==> config.mk <==
export PLATFORM = sky130hd
export DESIGN_NAME = cnn_mac_r16_flat
export DESIGN_NICKNAME = d
export VERILOG_FILES = /design/src/rtl/cnn_mac_r16_if.sv /design/src/rtl/cnn_mac_r16.sv /design/src/flat_wrapper.sv
export SDC_FILE = /design/constraint.sdc
export NUM_CORES = 1
export LEC_CHECK = 0
export CORE_MARGIN = 10
export CORE_UTILIZATION = 60
export CTS_BUF_LIST = sky130_fd_sc_hd__clkbuf_8
export CTS_CLUSTER_SIZE = 16
export DETAILED_ROUTE_END_ITERATION = 10
export PLACE_DENSITY = 0.85
export SKIP_LAST_GASP = 1
export SYNTH_ARGS = -nofsm -noshare
export SYNTH_HDL_FRONTEND = slang
export SYNTH_SLANG_ARGS = --single-unit
export TNS_END_PERCENT = 10
==> constraint.sdc <==
create_clock -name clk -period 9.53 [get_ports clk]
set_input_delay 2.859 -clock clk [delete_from_list [all_inputs] [get_ports clk]]
set_output_delay 2.859 -clock clk [all_outputs]
set_load 0.02 [all_outputs]
==> src/rtl/cnn_mac_r16_if.sv <==
// Operand/result bundle of the radix-16 Booth MAC.
// The master drives activations and weights; the slave returns results.
interface cnn_mac_r16_if #(
  parameter int DATA_W = 8,
  parameter int ACC_W  = 24
);
  logic                     en_a;
  logic                     en_b;
  logic signed [DATA_W-1:0] a;
  logic signed [DATA_W-1:0] b;
  logic                     mode;
  logic                     clr;
  logic signed [ACC_W-1:0]  p;
  logic                     p_valid;
  logic                     ovf;

  modport master (
    output en_a, en_b, a, b, mode, clr,
    input  p, p_valid, ovf
  );

  modport slave (
    input  en_a, en_b, a, b, mode, clr,
    output p, p_valid, ovf
  );
endinterface

==> src/rtl/cnn_mac_r16.sv <==
// Signed DATA_W x DATA_W radix-16 Booth multiplier with a stationary weight,
// two-stage valid pipeline and optional saturating/wrapping accumulation.
module cnn_mac_r16 #(
  parameter int DATA_W = 8,
  parameter int ACC_W  = 24,
  parameter int SAT    = 1
) (
  input  logic          clk,
  input  logic          rst,
  cnn_mac_r16_if.slave  bus
);

  localparam int ND = DATA_W / 4;
  localparam int MW = DATA_W + 4;
  localparam int PW = 2 * DATA_W;

  localparam logic signed [ACC_W-1:0] ACC_MAX = {1'b0, {(ACC_W-1){1'b1}}};
  localparam logic signed [ACC_W-1:0] ACC_MIN = {1'b1, {(ACC_W-1){1'b0}}};

  logic signed [DATA_W-1:0] r_w;
  logic signed [DATA_W-1:0] w_eff_w;
  logic signed [MW-1:0]     w_m1;
  logic signed [MW-1:0]     w_m3;
  logic signed [MW-1:0]     w_m5;
  logic signed [MW-1:0]     w_m7;

  logic signed [DATA_W-1:0] r_s1_a;
  logic signed [MW-1:0]     r_s1_m1;
  logic signed [MW-1:0]     r_s1_m3;
  logic signed [MW-1:0]     r_s1_m5;
  logic signed [MW-1:0]     r_s1_m7;
  logic                     r_s1_vld;
  logic                     r_s1_mode;
  logic                     r_s1_clr;

  logic [DATA_W:0]          w_a_win;
  logic signed [PW-1:0]     w_prod;
  logic signed [ACC_W-1:0]  w_prod_ext;
  logic signed [ACC_W:0]    w_sum;
  logic                     w_of;
  logic signed [ACC_W-1:0]  w_acc_next;
  logic                     w_ovf_next;

  logic signed [ACC_W-1:0]  r_acc;
  logic signed [ACC_W-1:0]  r_p;
  logic                     r_p_valid;
  logic                     r_ovf;

  // A weight loaded in the issue cycle is used by that same issue.
  assign w_eff_w = bus.en_b ? bus.b : r_w;
  assign w_m1    = {{4{w_eff_w[DATA_W-1]}}, w_eff_w};
  assign w_m3    = (w_m1 <<< 1) + w_m1;
  assign w_m5    = (w_m1 <<< 2) + w_m1;
  assign w_m7    = (w_m1 <<< 3) - w_m1;

  always_ff @(posedge clk or negedge rst) begin
    if (!rst) begin
      r_w <= '0;
    end else if (bus.en_b) begin
      r_w <= bus.b;
    end
  end

  always_ff @(posedge clk or negedge rst) begin
    if (!rst) begin
      r_s1_a    <= '0;
      r_s1_m1   <= '0;
      r_s1_m3   <= '0;
      r_s1_m5   <= '0;
      r_s1_m7   <= '0;
      r_s1_vld  <= 1'b0;
      r_s1_mode <= 1'b0;
      r_s1_clr  <= 1'b0;
    end else begin
      r_s1_a    <= bus.a;
      r_s1_m1   <= w_m1;
      r_s1_m3   <= w_m3;
      r_s1_m5   <= w_m5;
      r_s1_m7   <= w_m7;
      r_s1_vld  <= bus.en_a;
      r_s1_mode <= bus.mode;
      r_s1_clr  <= bus.clr;
    end
  end

  // Digit = -8*win[4] + 4*win[3] + 2*win[2] + win[1] + win[0], range [-8,8].
  function automatic logic signed [MW-1:0] booth_pp(
    input logic [4:0]           win,
    input logic signed [MW-1:0] m1,
    input logic signed [MW-1:0] m3,
    input logic signed [MW-1:0] m5,
    input logic signed [MW-1:0] m7
  );
    logic [3:0]           t;
    logic [3:0]           mag;
    logic signed [MW-1:0] sel;
    t   = {1'b0, win[3:1]} + {3'b000, win[0]};
    mag = win[4] ? (4'd8 - t) : t;
    case (mag)
      4'd1:    sel = m1;
      4'd2:    sel = m1 <<< 1;
      4'd3:    sel = m3;
      4'd4:    sel = m1 <<< 2;
      4'd5:    sel = m5;
      4'd6:    sel = m3 <<< 1;
      4'd7:    sel = m7;
      4'd8:    sel = m1 <<< 3;
      default: sel = '0;
    endcase
    return win[4] ? -sel : sel;
  endfunction

  assign w_a_win = {r_s1_a, 1'b0};

  // Partial products are summed modulo 2^PW; the exact product always fits.
  always_comb begin
    w_prod = '0;
    for (int unsigned i = 0; i < ND; i++) begin
      logic signed [MW-1:0] v_pp;
      v_pp   = booth_pp(w_a_win[4*i +: 5], r_s1_m1, r_s1_m3, r_s1_m5, r_s1_m7);
      w_prod = w_prod + (PW'(v_pp) << (4*i));
    end
  end

  assign w_prod_ext = ACC_W'(w_prod);
  assign w_sum      = (ACC_W+1)'(r_acc) + (ACC_W+1)'(w_prod_ext);

  always_comb begin
    w_of = (w_sum[ACC_W] != w_sum[ACC_W-1]);
    if (r_s1_clr) begin
      w_acc_next = w_prod_ext;
    end else if (w_of && (SAT != 0)) begin
      w_acc_next = w_sum[ACC_W] ? ACC_MIN : ACC_MAX;
    end else begin
      w_acc_next = w_sum[ACC_W-1:0];
    end
    w_ovf_next = r_s1_clr ? 1'b0 : (r_ovf | w_of);
  end

  always_ff @(posedge clk or negedge rst) begin
    if (!rst) begin
      r_acc     <= '0;
      r_p       <= '0;
      r_p_valid <= 1'b0;
      r_ovf     <= 1'b0;
    end else begin
      r_p_valid <= r_s1_vld;
      if (r_s1_vld) begin
        if (r_s1_mode) begin
          r_acc <= w_acc_next;
          r_p   <= w_acc_next;
          r_ovf <= w_ovf_next;
        end else begin
          r_p   <= w_prod_ext;
        end
      end
    end
  end

  assign bus.p       = r_p;
  assign bus.p_valid = r_p_valid;
  assign bus.ovf     = r_ovf;

endmodule

==> src/flat_wrapper.sv <==
// flat-port wrapper written by rule: the top's interface ports become plain ports
module cnn_mac_r16_flat 
#(
  parameter int DATA_W = 8,
  parameter int ACC_W  = 24,
  parameter int SAT    = 1
)
  (clk, rst, bus_en_a, bus_en_b, bus_a, bus_b, bus_mode, bus_clr, bus_p, bus_p_valid, bus_ovf);
  cnn_mac_r16_if #(.DATA_W(DATA_W), .ACC_W(ACC_W)) bus_i ();
  input  logic clk;
  input  logic rst;
  input wire logic [$bits(bus_i.en_a)-1:0] bus_en_a;
  input wire logic [$bits(bus_i.en_b)-1:0] bus_en_b;
  input wire logic [$bits(bus_i.a)-1:0] bus_a;
  input wire logic [$bits(bus_i.b)-1:0] bus_b;
  input wire logic [$bits(bus_i.mode)-1:0] bus_mode;
  input wire logic [$bits(bus_i.clr)-1:0] bus_clr;
  output wire logic [$bits(bus_i.p)-1:0] bus_p;
  output wire logic [$bits(bus_i.p_valid)-1:0] bus_p_valid;
  output wire logic [$bits(bus_i.ovf)-1:0] bus_ovf;
  assign bus_i.en_a = bus_en_a;
  assign bus_i.en_b = bus_en_b;
  assign bus_i.a = bus_a;
  assign bus_i.b = bus_b;
  assign bus_i.mode = bus_mode;
  assign bus_i.clr = bus_clr;
  assign bus_p = bus_i.p;
  assign bus_p_valid = bus_i.p_valid;
  assign bus_ovf = bus_i.ovf;
  cnn_mac_r16 #(.DATA_W(DATA_W), .ACC_W(ACC_W), .SAT(SAT)) u_core (.clk(clk), .rst(rst), .bus(bus_i));
endmodule
; ---- Yosys cells after proc, flatten, opt, wreduce, memory -nomap -nowiden
; Index checks and enable logic that the tools add are counted.
[word_totals]
register_bits = 113
output_inout_bits = 26
[classes]
n_addsub = 10
n_eq_ne = 17
n_mux = 12
bitwise = 1
n_reduce_logical = 1
[op_table]
columns = cell, n
row1 = $pmux W12 S8, 2
row2 = $mux W24, 4
row3 = $eq A4 B3 Y1 const B, 8
row4 = $add A24 B16 Y25, 1
row5 = $mux W12, 2
row6 = $neg A12 Y12, 2
row7 = $add A12 B16 Y16, 1
row8 = $eq A4 B2 Y1 const B, 4
row9 = $sub A11 B8 Y12, 1
row10 = $add A10 B8 Y11, 1
row11 = $add A9 B8 Y10, 1
row12 = $eq A4 B1 Y1 const B, 2
row13 = $eq A4 B4 Y1 const B, 2
row14 = $mux W4, 2
row15 = $mux W8, 1
row16 = $add A3 B1 Y4, 1
row17 = $sub A4 B3 Y4 const A, 1
row18 = $sub A4 B4 Y4 const A, 1
row19 = $reduce_and A2 Y1, 1
row20 = $mux W1, 1
row21 = $ne A1 B1 Y1, 1
row22 = $or A1 B1 Y1, 1

; ---- Depth between registers and ports, before layout
[logic_depth]
depth_word = 13
mapped_depth = 39
ltp_nobuf = 35

; ---- Least setup slack after synthesis
; OpenSTA, ideal clock, no wires.
[synth_timing]
kind = register -> register
from = register u_core.r_s1_a[3]
to = register u_core.r_p[9], in the netlist u_core.bus.p[9]
setup_ns = 0.066
t_arrival_ns = 8.111
required_time_ns = 9.464
slack_ns = 1.352
stages_incl_launch_ff = 37
path_buffers = 5
period_less_slack_ns = 8.178
cell_sequence = dfrtp_1 > ha_1 > clkbuf_1 > inv_1 > ha_1 > mux2_2 > clkbuf_1 > clkbuf_1 > nand3_1 > a31o_2 > ha_1 > nand2_1 > o21ai_0 > ha_1 > a21o_1 > a21oi_1 > o21bai_1 > a21oi_1 > nor2b_1 > o21a_1 > o31a_1 > o41ai_1 > xnor3_2 > ha_1 > nand2_1 > o21a_1 > o21ai_0 > a21oi_1 > o31ai_1 > a211oi_1 > o41ai_1 > or2_2 > clkbuf_1 > clkbuf_1 > nand2_1 > a21oi_1 > a221o_1
[synth_via]
elab_chain_len = 13
word_cells_on_any_way = 33
cone_classes = add/sub (6) / eq/ne (17) / mux (10)
[synth_rtl]
columns = item, line_no
row1 = from (decl), cnn_mac_r16.sv:27  ; logic signed [DATA_W-1:0] r_s1_a;
row2 = from (signal assigned), cnn_mac_r16.sv:75  ; r_s1_a <= bus.a;
row3 = $add A3 B1 Y4, cnn_mac_r16.sv:97  ; t = {1'b0, win[3:1]} + {3'b000, win[0]};
row4 = $sub A4 B4 Y4, cnn_mac_r16.sv:98  ; mag = win[4] ? (4'd8 - t) : t;
row5 = $mux W4, cnn_mac_r16.sv:98
row6 = $eq A4 B4 Y1 (tied with other cells), cnn_mac_r16.sv:99  ; case (mag)
row7 = $pmux W12 S8, cnn_mac_r16.sv:99
row8 = $neg A12 Y12, cnn_mac_r16.sv:110  ; return win[4] ? -sel : sel;
row9 = $mux W12, cnn_mac_r16.sv:110
row10 = $add A12 B16 Y16 *, cnn_mac_r16.sv:121  ; w_prod = w_prod + (PW'(v_pp) << (4*i));
row11 = $add A24 B16 Y25, cnn_mac_r16.sv:126  ; assign w_sum = (ACC_W+1)'(r_acc) + (ACC_W+1)'(w_prod_ext);
row12 = $mux W24 / $ne A1 B1 Y1 (equally long branches), "cnn_mac_r16.sv:133, cnn_mac_r16.sv:129"
row13 = $mux W24, cnn_mac_r16.sv:132  ; end else if (w_of && (SAT != 0)) begin
row14 = $mux W24, cnn_mac_r16.sv:130  ; if (r_s1_clr) begin
row15 = $mux W24 *, cnn_mac_r16.sv:149  ; if (r_s1_mode) begin
row16 = to (signal assigned), cnn_mac_r16.sv:151  ; r_p <= w_acc_next;
row17 = to (signal assigned), cnn_mac_r16.sv:154  ; r_p <= w_prod_ext;
row18 = to (decl), cnn_mac_r16.sv:45  ; logic signed [ACC_W-1:0] r_p;
; Mark *: on every way between the ends. The rest lies on a longest branch, timed or not.
; A chain may end at the register's enable or synchronous reset.

; ---- Final worst setup path
[layout_timing]
from = register u_core.r_s1_a[3]
to = register u_core.r_p[12], in the netlist u_core.bus.p[12]
; The elaborated chain is that of the path after synthesis.

==> run summary <==
Worst path most repeated cell -> ha_1
DP Cell Count -> 1083
Die Area -> 18200 um2
Die width -> 135 um
Vias in the first global route -> 6926
Hold slack -> 0.493 ns
Vias -> 7171
Mapped Nets -> 992
Netlist Area Pre-Place -> 7940 um2
Crit Path Max Fanout -> 17
Final hold violations -> 0
Max Clk Rate -> 0.113 GHz
Slew Limit Fails -> 0
Status -> finished clean
Final cell utilization of the core -> 68.2%
Initial antenna violation count -> 0
Hold_buf cts -> 0
Period minus WS final -> 8.84 ns
Critical path class -> reg -> reg
H-Tree Depth -> 3
Max Root-Sink Buffers -> 2
Worst setup EP type -> flip-flop
Crit share post-route -> 92.8%
Vias/cell -> 6.53
Synth-to-layout area growth -> 9.66%
Mapped Cells -> 900
Worst skew pair latency -> 0.41 ns
I/O pins -> 48
Multi-input logic area -> 5170 um2
Die Span Y -> 135 um
CTS tree -> built
DRT Pass-1 Iters -> 8
Async SR Flop Fraction -> 100%
Core ar. -> 12800 um2
Clock sink count -> 95
Drt drc -> 0
DR iter-0 viols -> 977
Slew headroom -> 33.6%
FF+latch count, synth -> 95
Post-synthesis sequential area ratio -> 29.9%
WP data required -> 9.88 ns
Avg Synthesized Cell Area -> 8.82 um2
Register area -> 2380 um2
RePlAce Congestion -> 0.959
Worst Setup Start Kind -> flip-flop
Final wirelength -> 21.7 mm
Fillers -> 996
Worst slew pin tran -> 0.988 ns
RSZ-0062 raised after global routing -> false
Critical Path AT -> 9.19 ns
Global-route usage over all layers -> 24.2%
Unique masters post-synth -> 86
Top_reg_cell synth -> dfrtp_1
CTS Buf Count -> 9
IO Port Bufs -> 47
# Max-Cap Violations -> 0
Routed len/inst -> 19.8 um
Root Driver -> clkbuf_8
Ys Warns -> 0
Slowest CP cell -> xnor2_1
ANT nets after route -> 0
# rows -> 41
DP HPWL -> 16.3 mm
Max incr delay on CP -> 0.86 ns
Layout cell share with drive strength beyond 1 -> 6.69%
Number of synthesized flops with an enable pin -> 0
Grt ovf -> 0
Largest net degree at the start of global routing -> 58
First-pass GRT wire length -> 35.8 mm
Setup TNS -> 0 ns
# diodes -> 0
Clock slew at reported path FFs -> 0.11 ns
Hold Crit Class -> reg -> reg
Worst-case clock skew -> 0.0122 ns
# setup viols final -> 0
Final Non-Filler Cells -> 1099
Number of nets in the layout -> 1014
Initial core utilization -> 62.2%
[registers in the layout, indices dropped and copies added, names as in the netlist]
signal,cells
u_core.bus.ovf,1
u_core.bus.p,24
u_core.bus.p_valid,1
u_core.r_acc,24
u_core.r_s1_a,8
u_core.r_s1_clr,1
u_core.r_s1_m1,7
u_core.r_s1_m3,8
u_core.r_s1_m5,8
u_core.r_s1_m7,11
u_core.r_s1_mode,1
u_core.r_s1_vld,1
[routing by layer]
metal,track usage [%],share of wire (%),vias to the layer above
met4,8.97,2.3,0
li1,-,-,3364
met5,0,0,-
met2,37.2,45,367
met3,7.16,9.6,44
met1,31.4,43,3396
[cell usage in the layout (no fill, tap or decap), types with 9 or more instances in the layout]
master            n
dfrtp_1          95
nand2_1          78
a21oi_1          67
ha_1             66
inv_1            59
o21ai_0          52
clkdlybuf4s50_1  46
xnor2_1          39
nand3_1          35
a21o_1           34
nor2_1           34
xor2_1           29
mux2i_1          15
a22oi_1          15
nand4_1          12
a221oi_1         12
o21bai_1         12
nor2b_1          11
and3_1           11
nand2b_1          9
a31oi_1           9
o211ai_1          9
a221o_1           9
clkbuf_8          9
[kinds of logic (layout without fill, tap and decap cells)]
logic type | after synthesis | after routing | share of synthesized area (%)
compound gates | 301 | 301 | 26.8
fa+ha+maj | 70 | 70 | 11.4
buf+inv | 104 | 131 | 5.23
xor+xnor | 72 | 72 | 8.40
simple gates | 239 | 239 | 15.7
mux | 19 | 19 | 2.51
flops | 95 | 95 | 29.9
[final timing paths]
check	startpoint	endpoint	slack, ns	cells past startpoint
setup / recovery	u_core.r_s1_a[3]$_DFF_PN0_	u_core.bus.p[12]$_DFFE_PN0P_	0.69	28
hold / removal	u_core.r_acc[4]$_DFFE_PN0P_	u_core.r_acc[4]$_DFFE_PN0P_	0.49	2
setup reg to reg	u_core.r_s1_a[3]$_DFF_PN0_	u_core.bus.p[12]$_DFFE_PN0P_	0.69	28
hold reg to reg	u_core.r_acc[4]$_DFFE_PN0P_	u_core.r_acc[4]$_DFFE_PN0P_	0.49	2
max in group asynchronous	rst	u_core.bus.p[19]$_DFFE_PN0P_	6.03	2
min in group asynchronous	rst	u_core.bus.p[2]$_DFFE_PN0P_	2.42	1
[what timing repair did]
item / CTS / global route
setup endpoints to repair: 0 / 44
gates resized for setup: 0 / 4
setup buffers: 0 / 0
[through the flow]
stage	area [um2]	setup slack, ns
after detailed placement	8490	0.551
after CTS	8680	0.496
after global routing	8710	0.00985
after global placement	8490	0.965
final	8710	0.689
after floorplan	7940	1.35
[area by class of cell]
type | instances | share of cell area [%]
Clock buffer | 9 | 1.42
Sequential cell | 95 | 27.3
Timing Repair Buffer | 54 | 5.98
Tap cell | 172 | 2.47
Inverter | 61 | 2.63
Clock inverter | 7 | 0.762
Multi-Input combinational cell | 701 | 59.4
[synth_stat cells, types with 8 or more instances]
cell type	count	area share (%)
nor2b_1	11	0.87
a221oi_1	13	1.4
clkbuf_1	30	1.4
buf_2	8	0.50
a221o_1	9	1.1
nand3_1	35	2.2
nand2_1	78	3.7
xor2_1	29	3.2
o211ai_1	9	0.85
mux2i_1	15	1.9
inv_1	59	2.8
dfrtp_1	95	30
o21ai_0	52	3.3
a21oi_1	67	4.2
nand4_1	12	0.95
and3_1	11	0.87
ha_1	66	10
o21bai_1	12	1.1
nand2b_1	9	0.71
nor2_1	34	1.6
a21o_1	34	3.2
a31oi_1	10	0.79
xnor2_1	40	4.4
o221ai_1	8	0.88
a22oi_1	15	1.4
o21ai_2	8	0.88
[worst max-delay path: cells and delay by family (launching register included)]
family                   cells  cell delay (ns)
flip-flops                   1             0.42
XOR/XNOR                     3             1.62
AO/OA/AOI/OAI                9             2.58
adder cells (fa/ha/maj)      5             1.58
AND/OR/NAND/NOR              9             2.36
buffers and inverters        2             0.20
Power is left out: the tool's default activity adds up to more than one toggle a clock period on the data nets, which glitch-free logic cannot reach.
